<file path="config.mk">
export PLATFORM = sky130hd
export DESIGN_NAME = pipelined_add_sub_flat
export DESIGN_NICKNAME = d
export VERILOG_FILES = /design/src/rtl/pipelined_add_sub_pkg.sv /design/src/rtl/pipelined_add_sub_if.sv /design/src/rtl/pipelined_add_sub_add_slice.sv /design/src/rtl/pipelined_add_sub.sv /design/src/flat_wrapper.sv
export SDC_FILE = /design/constraint.sdc
export NUM_CORES = 1
export LEC_CHECK = 0
export ABC_AREA = 0
export BUFFER_PORTS_ARGS = -buffer_cell sky130_fd_sc_hd__buf_2
export CAP_MARGIN = 40
export CORE_MARGIN = 2
export CORE_UTILIZATION = 50
export CTS_CLUSTER_DIAMETER = 60
export DETAILED_ROUTE_END_ITERATION = 8
export GPL_ROUTABILITY_DRIVEN = 0
export PLACE_DENSITY = 0.7
export SYNTH_ARGS = -nofsm -noshare
export SYNTH_HDL_FRONTEND = slang
export SYNTH_SLANG_ARGS = --single-unit
</file>
<file path="constraint.sdc">
create_clock -name clk -period 4.4 [get_ports clk]
set_clock_uncertainty 0.05 [all_clocks]
set_input_delay 0.22 -clock clk [delete_from_list [all_inputs] [get_ports clk]]
set_output_delay 0.22 -clock clk [all_outputs]
set_load 0.01 [all_outputs]
</file>
<file path="src/rtl/pipelined_add_sub_pkg.sv">
// Shared defaults and helpers for the pipelined adder/subtractor.
package pipelined_add_sub_pkg;

  localparam int DEFAULT_WIDTH  = 16;
  localparam int DEFAULT_STAGES = 4;

  // Two's complement overflow: operands agree in sign but the result does not.
  function automatic logic signed_ovf(input logic a_msb, input logic b_msb, input logic s_msb);
    return (a_msb == b_msb) && (s_msb != a_msb);
  endfunction

endpackage

</file>
<file path="src/rtl/pipelined_add_sub_if.sv">
// Operand/result streaming bus of the pipelined adder/subtractor.
// A beat moves on a rising edge where valid & ready are both high; the sender
// holds valid and payload stable until that edge, and ready never depends on valid.
interface pipelined_add_sub_if #(parameter int WIDTH = pipelined_add_sub_pkg::DEFAULT_WIDTH) ();

  logic             in_valid;
  logic             in_ready;
  logic [WIDTH-1:0] a;
  logic [WIDTH-1:0] b;
  logic             cin;
  logic             op_sub;
  logic             out_valid;
  logic             out_ready;
  logic [WIDTH-1:0] sum;
  logic             cout;
  logic             ovf;

  modport master (
    output in_valid, a, b, cin, op_sub, out_ready,
    input  in_ready, out_valid, sum, cout, ovf
  );

  modport slave (
    input  in_valid, a, b, cin, op_sub, out_ready,
    output in_ready, out_valid, sum, cout, ovf
  );

endinterface

</file>
<file path="src/rtl/pipelined_add_sub_add_slice.sv">
// Combinational SLICE-bit ripple adder made of full-adder cells.
module add_slice #(
  parameter int SLICE = 4
) (
  input  logic [SLICE-1:0] a,
  input  logic [SLICE-1:0] b,
  input  logic             cin,
  output logic [SLICE-1:0] sum,
  output logic             cout
);

  logic c;

  always_comb begin
    c   = cin;
    sum = '0;
    for (int i = 0; i < SLICE; i++) begin
      sum[i] = a[i] ^ b[i] ^ c;
      c      = (a[i] & b[i]) | (c & (a[i] ^ b[i]));
    end
    cout = c;
  end

endmodule

</file>
<file path="src/rtl/pipelined_add_sub.sv">
// WIDTH-bit add/sub split into STAGES carry-chained slices, one slice per clock,
// with a single global stall driven by the output handshake.
module pipelined_add_sub
  import pipelined_add_sub_pkg::*;
#(
  parameter int WIDTH  = DEFAULT_WIDTH,
  parameter int STAGES = DEFAULT_STAGES
) (
  input logic                clk,
  input logic                rst_n,
  pipelined_add_sub_if.slave bus
);

  localparam int SLICE = WIDTH / STAGES;

  if (WIDTH % STAGES != 0) begin : g_width_check
    $error("pipelined_add_sub: WIDTH must be a multiple of STAGES");
  end

  logic en;
  logic top_am, top_bm;
  logic last_am, last_bm;

  for (genvar k = 0; k < STAGES; k++) begin : g_stage
    // Operand bits not yet consumed shrink by one slice per stage.
    localparam int CUR = WIDTH - k * SLICE;
    localparam int LO  = (k + 1) * SLICE;

    logic [CUR-1:0]   a_cur, b_cur;
    logic             c_cur, v_cur;
    logic [SLICE-1:0] slice_sum;
    logic             slice_cout;
    logic [LO-1:0]    s_next, s_q;
    logic             c_q, v_q;

    if (k == 0) begin : g_first
      assign a_cur  = bus.a;
      assign b_cur  = bus.op_sub ? ~bus.b : bus.b;
      assign c_cur  = bus.op_sub ? ~bus.cin : bus.cin;
      assign v_cur  = bus.in_valid;
      assign s_next = slice_sum;
    end else begin : g_next
      assign a_cur  = g_stage[k-1].g_hi.a_q;
      assign b_cur  = g_stage[k-1].g_hi.b_q;
      assign c_cur  = g_stage[k-1].c_q;
      assign v_cur  = g_stage[k-1].v_q;
      assign s_next = {slice_sum, g_stage[k-1].s_q};
    end

    add_slice #(.SLICE(SLICE)) u_slice (
      .a    (a_cur[SLICE-1:0]),
      .b    (b_cur[SLICE-1:0]),
      .cin  (c_cur),
      .sum  (slice_sum),
      .cout (slice_cout)
    );

    always_ff @(posedge clk or negedge rst_n) begin
      if (!rst_n) begin
        s_q <= '0;
        c_q <= 1'b0;
        v_q <= 1'b0;
      end else if (en) begin
        s_q <= s_next;
        c_q <= slice_cout;
        v_q <= v_cur;
      end
    end

    if (k < STAGES - 1) begin : g_hi
      logic [CUR-SLICE-1:0] a_q, b_q;

      always_ff @(posedge clk or negedge rst_n) begin
        if (!rst_n) begin
          a_q <= '0;
          b_q <= '0;
        end else if (en) begin
          a_q <= a_cur[CUR-1:SLICE];
          b_q <= b_cur[CUR-1:SLICE];
        end
      end
    end else begin : g_last
      assign top_am = a_cur[CUR-1];
      assign top_bm = b_cur[CUR-1];
    end
  end

  // Operand sign bits ride alongside the final slice for the overflow flag.
  always_ff @(posedge clk or negedge rst_n) begin
    if (!rst_n) begin
      last_am <= 1'b0;
      last_bm <= 1'b0;
    end else if (en) begin
      last_am <= top_am;
      last_bm <= top_bm;
    end
  end

  assign en            = !g_stage[STAGES-1].v_q || bus.out_ready;
  assign bus.in_ready  = en;
  assign bus.out_valid = g_stage[STAGES-1].v_q;
  assign bus.sum       = g_stage[STAGES-1].s_q;
  assign bus.cout      = g_stage[STAGES-1].c_q;
  assign bus.ovf       = signed_ovf(last_am, last_bm, g_stage[STAGES-1].s_q[WIDTH-1]);

endmodule

</file>
<file path="src/flat_wrapper.sv">
// flat-port wrapper written by rule: the top's interface ports become plain ports
module pipelined_add_sub_flat import pipelined_add_sub_pkg::*;
#(
  parameter int WIDTH  = DEFAULT_WIDTH,
  parameter int STAGES = DEFAULT_STAGES
)
  (clk, rst_n, bus_in_valid, bus_a, bus_b, bus_cin, bus_op_sub, bus_out_ready, bus_in_ready, bus_out_valid, bus_sum, bus_cout, bus_ovf);
  pipelined_add_sub_if #(.WIDTH(WIDTH)) bus_i ();
  input logic clk;
  input logic rst_n;
  input wire logic [$bits(bus_i.in_valid)-1:0] bus_in_valid;
  input wire logic [$bits(bus_i.a)-1:0] bus_a;
  input wire logic [$bits(bus_i.b)-1:0] bus_b;
  input wire logic [$bits(bus_i.cin)-1:0] bus_cin;
  input wire logic [$bits(bus_i.op_sub)-1:0] bus_op_sub;
  input wire logic [$bits(bus_i.out_ready)-1:0] bus_out_ready;
  output wire logic [$bits(bus_i.in_ready)-1:0] bus_in_ready;
  output wire logic [$bits(bus_i.out_valid)-1:0] bus_out_valid;
  output wire logic [$bits(bus_i.sum)-1:0] bus_sum;
  output wire logic [$bits(bus_i.cout)-1:0] bus_cout;
  output wire logic [$bits(bus_i.ovf)-1:0] bus_ovf;
  assign bus_i.in_valid = bus_in_valid;
  assign bus_i.a = bus_a;
  assign bus_i.b = bus_b;
  assign bus_i.cin = bus_cin;
  assign bus_i.op_sub = bus_op_sub;
  assign bus_i.out_ready = bus_out_ready;
  assign bus_in_ready = bus_i.in_ready;
  assign bus_out_valid = bus_i.out_valid;
  assign bus_sum = bus_i.sum;
  assign bus_cout = bus_i.cout;
  assign bus_ovf = bus_i.ovf;
  pipelined_add_sub #(.WIDTH(WIDTH), .STAGES(STAGES)) u_core (.clk(clk), .rst_n(rst_n), .bus(bus_i));
endmodule
</file>
==> out/metrics.csv, run 1 <==
metric;value;unit
Post-CTS Setup Bufs;0;
yosys warns;0;
largest net degree at the start of global routing;63;
area of the core;0.00924;mm^2
main combinational cell family by area after synthesis;multiplexers;
pre-CTS setup slack;1.60;ns
Netlist Area Pre-Place;0.00474;mm^2
total number of vias;2235;
met1 usage;22.0;%
cts bufs inserted;9;
syn_nets;339;
Worst Setup Start Kind;register;
Area Growth Syn to Fin;9.26;%
later-pin clock latency in the skew report;0.36;ns
Total Routing Usage GR;14.9;%
Routed WL;7010;um
first-pass GRT wire length;11600;um
slew margin rel.;51.8;%
crit path capture type;output port;
clk sink count;98;
Pleak;2.58;nW
mux share of post-synthesis cell area;27.0;%
cells after synthesis;285;
Worst Path Buf+Inv;2;
Critical Path Fanout Max;62;
# setup viols final;0;
Die Y;101;um
global route overflow;0;
CTS Hold Bufs;1;
period utilisation layout;57.8;%
Initial Utilization;51.3;%
DR WL/cell;14.8;um
crit-path cells;nand2b_4 -> buf_12 -> buf_2;
Worst Hold Class;input port to register;
fmax;393;MHz
met2 Use GR;22.0;%
vias in the first global route;2316;
Pins Over Slew Limit;0;
PostCTS Resize Cnt;0;
vias per cell;4.71;
die area;0.0103;mm^2
share of cells above drive strength 1;48.8;%
CP delay by family, top;buffers and inverters;
WP data arrival;2.27;ns
Post-Synth Adder-Cell Area;6.76;%
sequential area share after synthesis;51.7;%
clock-pin slew on the worst setup and hold paths;0.11;ns
RSZ-0062 raised after global routing;no;
Unique masters post-synth;19;
Max-Cap Viols;0;
First-pass DRT Iterations;4;
Nets;395;
# port buffers;57;
Root Buffer;clkbuf_8;
largest cells by area after synthesis;dfrtp_1 (52%), mux2_4 (27%), fa_1 (6.8%);
gr busiest metal;met1;
TritonCTS clock tree;built;
leading area contributor after synthesis;dfrtp_1;
initial antenna violation count;0;
CP required;4.13;ns
min Tclk post-route;2.54;ns
status;complete, no violations;
XOR/XNOR Fraction of Synth Area;3.14;%
io pins;58;
Final Hold Fails;0;
fill count;764;
final setup margin;1.86;ns
CP max stage delay;0.64;ns
dpl hpwl;4750;um
slowest stage cell on the critical path;nand2b_4;
FF+latch count, synth;98;
Longest Clk Path Bufs;2;
Remaining DRCs;0;
worst slew pin tran;0.723;ns
Peak supply drop;203;uV
Cell Pwr Density;689;mW/mm^2
H-tree levels;3;
row cnt;35;
antenna-violating nets left;0;
diodes inserted;0;
Synth Area per Inst;16.6;um^2
grt met3 use;2.21;%
share of the synthesized area in the top cell type;51.7;%
kind of critical path;register to output port;
Post-Synth Simple-Gate Area;2.38;%
die width;101;um
TNS Setup;0;ns
compound-cell area share of the yosys netlist;2.01;%
drt initial violations;83;
==> power by group <==
group | total (mW) | switching [mW] | internal [mW]
combinational | 1.44 | 0.537 | 0.902
sequential | 1.58 | 0.274 | 1.31
clock | 0.548 | 0.332 | 0.216
total | 3.57 | 1.14 | 2.43
==> cell usage in the layout, fill, tap and decap left out <==
master	count
clkbuf_8	9
buf_2	56
dlygate4sd3_1	1
clkinvlp_4	2
nand2b_4	1
clkinv_4	2
buf_4	2
a21oi_2	9
xor2_1	12
mux2_4	84
inv_6	2
a21oi_1	2
xnor2_1	5
nor3b_1	11
mux2i_1	2
inv_1	26
nand2_1	1
dfrtp_1	98
nand2b_1	2
o22ai_1	1
inv_8	1
fa_1	16
buf_12	1
==> kinds of logic after synthesis <==
kind of cell             Yosys count
flip-flops                        98
adder cells (fa/ha/maj)           16
AND/OR/NAND/NOR                   15
buffers and inverters             41
AO/OA/AOI/OAI                     12
multiplexers                      86
XOR/XNOR                          17
==> path summary, 6_finish.rpt <==
path / slack, ns / to / from / depth (start not counted)
worst min register to register: 0.43 / u_core.bus.out_valid / u_core.g_stage[2].v_q / 1
worst min-delay path: 0.03 / u_core.g_stage[0].g_hi.a_q[10] / bus_a[14] / 2
worst max register to register: 2.01 / u_core.bus.sum[15] / u_core.g_stage[2].g_hi.b_q[0] / 8
min in group asynchronous: 0.34 / u_core.g_stage[0].g_hi.a_q[7] / rst_n / 2
max in group asynchronous: 2.88 / u_core.g_stage[2].g_hi.b_q[3] / rst_n / 3
worst max-delay path: 1.86 / bus_in_ready / u_core.bus.out_valid / 3
==> flip-flops by register name (all words and copies together) (netlist names), 3 cells and up <==
register                 cells
u_core.g_stage.g_hi.b_q     24
u_core.g_stage.c_q           3
u_core.g_stage.g_hi.a_q     24
u_core.g_stage.s_q          24
u_core.bus.sum              16
u_core.g_stage.v_q           3
==> worst reg2reg max path: cells and delay by family, from the launching register on <==
family	cells	cell delay (ns)
adders and majority gates	4	1.46
AOI/OAI and AO/OA	1	0.13
buffers and inverters	3	0.26
DFF	1	0.41
==> layout make-up <==
class / count / area, um^2 / share of cell area (%)
Multi-Input combinational cell: 146 / 1960 / 37.8
Timing Repair Buffer: 60 / 325 / 6.28
Clock inverter: 7 / 61.3 / 1.18
Inverter: 26 / 97.6 / 1.88
Clock buffer: 9 / 124 / 2.39
Sequential cell: 98 / 2450 / 47.3
Tap cell: 129 / 161 / 3.12
==> per-stage QoR <==
stage | hold slack, ns | instances | cell area (um^2) | utilization [%] | total power [mW]
floorplan | -0.126 | 285 | 4740 | - | 2.79
global placement | 0.187 | 458 | 4980 | 53.9 | 3.00
detailed placement | 0.192 | 458 | 4980 | 53.9 | 3.07
CTS | 0.0146 | 475 | 5180 | 56.1 | 3.62
global route | 0.0101 | 475 | 5180 | 56.1 | 3.82
finish | 0.0275 | 475 | 5180 | 56.1 | 3.57
==> routing by layer <==
layer / part of all wire [%] / vias up
met3: 2.5 / 10
met4: 2.0 / 0
met2: 46 / 33
met5: 0 / -
met1: 49 / 1135
li1: - / 1057
==> synth_stat cells <==
cell type	count
a21oi_1	2
nor3b_1	11
buf_12	9
xor2_1	12
fa_1	16
inv_1	26
nand2b_1	2
dfrtp_1	98
mux2i_1	2
buf_8	1
xnor2_1	5
a21oi_2	9
clkbuf_1	2
nand2_1	1
o22ai_1	1
mux2_4	84
buf_4	1
buf_6	2
nand2b_4	1
No activity file was read; power rests on OpenSTA's default activity.
==> inputs of run 2 (changes only) <==
Settings changed: ABC_AREA 0 to 1, PLACE_DENSITY 0.7 to 0.71.
Clock period 4.4 ns to 2.41 ns, I/O delays scaled along.
==> out/metrics.csv, run 2 <==
metric;value;unit;change
CP required;2.64;ns;-1.49 ns
FF+latch count, synth;98;;unchanged
sw power;2.11;mW;+84%
# port buffers;57;;unchanged
Peak supply drop;394;uV;+94%
cells after synthesis;471;;+65%
share of the synthesized area in the top cell type;57.5;%;+5.7 points
leading cell types in the layout, fill and taps excluded;nand2_1 (192), dfrtp_1 (98), inv_1 (58);;
dpl hpwl;4960;um;+4.5%
WP data arrival;2.52;ns;+0.25 ns
Area Growth Syn to Fin;18.4;%;
area of the core;0.00826;mm^2;-11%
die width;96.4;um;-4.9%
Layout Cell Area excl Fill;0.00505;mm^2;-2.5%
Nets;598;;+51%
Sequential Power Share;47.5;%;+3.2 points
later-pin clock latency in the skew report;0.36;ns;about the same
Routed WL;7770;um;+11%
worst slew pin tran;0.686;ns;-0.0376 ns
first-pass GRT wire length;13400;um;+16%
Post-synth EDFFs;0;;unchanged
die area;0.00929;mm^2;-9.6%
cts bufs inserted;9;;unchanged
min Tclk post-route;2.29;ns;
Placed Area;0.00464;mm^2;-7.0%
DR WL/cell;11.9;um;-20%
leading area contributor after synthesis;dfrtp_1;;
TritonCTS clock tree;built;;
Synth Area per Inst;9.06;um^2;-46%
fmax;437;MHz;
drt initial violations;251;;+200%
combinational share of power;34.4;%;-5.9 points
initial antenna violation count;0;;unchanged
Die Y;96.4;um;-4.9%
Total Routing Usage GR;19.1;%;+4.1 points
clk sink count;98;;unchanged
total number of vias;3086;;+38%
yosys warns;0;;unchanged
clock-pin slew on the worst setup and hold paths;0.09;ns;-0.02 ns
syn_nets;525;;+55%
Worst Setup Start Kind;register;;
Final Util;61.2;%;+5.1 points
Critical Path Fanout Max;2;;-97%
Crit. Startpoint;u_core.g_stage[2].g_hi.b_q[0];;
clock power share;18.1;%;+2.8 points
Initial Utilization;51.7;%;+0.38 points
Unique masters post-synth;15;;-4
vias per cell;4.72;;+0.28%
antenna-violating nets left;0;;unchanged
Hold Startpoint;bus_b[12];;
Async SR Flop Fraction;100;%;unchanged
global route overflow;0;;unchanged
most common cell after layout, fill and taps aside;nand2_1;;
H-tree levels;3;;unchanged
TNS Setup;0;ns;unchanged
vias in the first global route;2976;;+28%
kind of critical path;register to register;;
most numerous cell in the Yosys netlist;nand2_1;;
largest net degree at the start of global routing;100;;+59%
slew margin rel.;54.3;%;+2.5 points
period utilisation layout;95.0;%;
fill count;735;;-3.8%
Max-Cap Viols;0;;unchanged
Cell Pwr Density;1140;mW/mm^2;+65%
Netlist Area Pre-Place;0.00427;mm^2;-10%
Longest Clk Path Bufs;2;;unchanged
crit path capture type;register;;
# setup viols final;0;;unchanged
largest cells by area after synthesis;dfrtp_1 (57%), nand2_1 (17%), fa_1 (7.5%);;
Pins Over Slew Limit;0;;unchanged
switching portion of total power;36.7;%;+4.7 points
Regs by FF count;u_core.g_stage.g_hi.a_q (24), u_core.g_stage.g_hi.b_q (24), u_core.g_stage.s_q (24);;
Commonest cells post-synth;nand2_1 (193), dfrtp_1 (98), inv_1 (59), o21ai_0 (45), fa_1 (16);;
Remaining DRCs;0;;unchanged
Int Power;3.64;mW;+50%
Post-CTS Setup Bufs;0;;unchanged
status;complete, no violations;;
row cnt;33;;-5.7%
r2r startpoint;u_core.g_stage[2].g_hi.b_q[0];;
diodes inserted;0;;unchanged
Final Hold Fails;0;;unchanged
sequential area share after synthesis;57.5;%;+5.7 points
Root Buffer;clkbuf_8;;
RSZ-0062 raised after global routing;no;;
Worst Hold Class;input port to register;;
Pleak;2.67;nW;+3.8%
io pins;58;;unchanged
First-pass DRT Iterations;4;;unchanged
top_reg_cell synth;dfrtp_1;;
share of cells above drive strength 1;15.3;%;-34 points
run 2: cell types whose count changed in the layout (fill, tap and decap cells not counted), sizes merged, moves of 12 or more:
cell,delta
dlygate4sd3,+21
inv,+34
mux2,-84
nand2,+192
nand3,+12
o21ai,+58
run 2: metal layers:
metal | vias to the layer above | global-route usage [%] | routed length (um)
li1 | 1564 | - | -
met1 | 1463 | 26.0 | 3660
met2 | 51 | 31.0 | 3740
met3 | 8 | 3.65 | 271
met4 | 0 | 6.57 | 99
met5 | - | 0 | 0
run 2: timing repair:
item / CTS / global route
endpoints found under the setup margin: 0 / 1
hold buffers: 22 / 0
endpoints found under the hold margin: 72 / 0
resized for setup: 0 / 1
run 2: kinds of logic after synthesis:
kind of cell               count (synthesis)  synth area share [%]
AOI/OAI and AO/OA                         58                  6.80
buffers and inverters                     85                  8.41
DFF                                       98                  57.5
xor gates and xnor gates                   5                  1.03
and+or+nand+nor                          209                  18.8
adders and majority gates                 16                  7.51
run 2: area by class of cell:
cell class	instances	area [um^2]	share of cell area, %
multi-input combinational	288	1460	29.0
sequential	98	2450	48.6
inverter	62	233	4.61
clock buffer	10	128	2.53
clock inverter	6	65.1	1.29
tap	105	131	2.60
timing repair buffer	85	578	11.4
run 2: through the flow:
step / total power, mW / cells / hold WS, ns / setup WS, ns
2_1_floorplan: 4.11 / 471 / -0.225 / 0.0522
3_3_place_gp: 4.63 / 616 / 0.150 / 0.198
3_5_place_dp: 4.74 / 616 / 0.158 / 0.0978
4_1_cts: 5.82 / 654 / 0.00746 / 0.0913
5_1_grt: 6.30 / 654 / 0.0285 / 0.00923
6_report: 5.75 / 654 / 0.0186 / 0.121
run 2: critical path: stages, from the launching register on:
cell     delay (ns)
dfrtp_1        0.41
fa_1           0.44
inv_2          0.07
fa_1           0.16
inv_1          0.05
fa_1           0.41
inv_1          0.10
fa_1           0.38
o21ai_1        0.14
run 2: power groups by stage:
| stage | Combinational, mW | Clock (mW) | Sequential, mW |
|---|---|---|---|
| 2_1_floorplan | 1.35 | 0 | 2.76 |
| 3_3_place_gp | 1.90 | 0 | 2.73 |
| 3_5_place_dp | 1.98 | 0 | 2.76 |
| 4_1_cts | 2.02 | 1.07 | 2.73 |
| 5_1_grt | 2.35 | 1.14 | 2.82 |
| 6_report | 1.98 | 1.04 | 2.73 |
run 2: final timing paths:
kind | endpoint | slack, ns | depth (start not counted)
max | u_core.bus.sum[15] | 0.12 | 8
max in group asynchronous | u_core.g_stage[2].s_q[6] | 1.25 | 3
min reg2reg | u_core.bus.out_valid | 0.41 | 2
max reg2reg | u_core.bus.sum[15] | 0.12 | 8
min | u_core.g_stage[0].g_hi.b_q[8] | 0.02 | 4
min in group asynchronous | u_core.last_am | 0.27 | 2
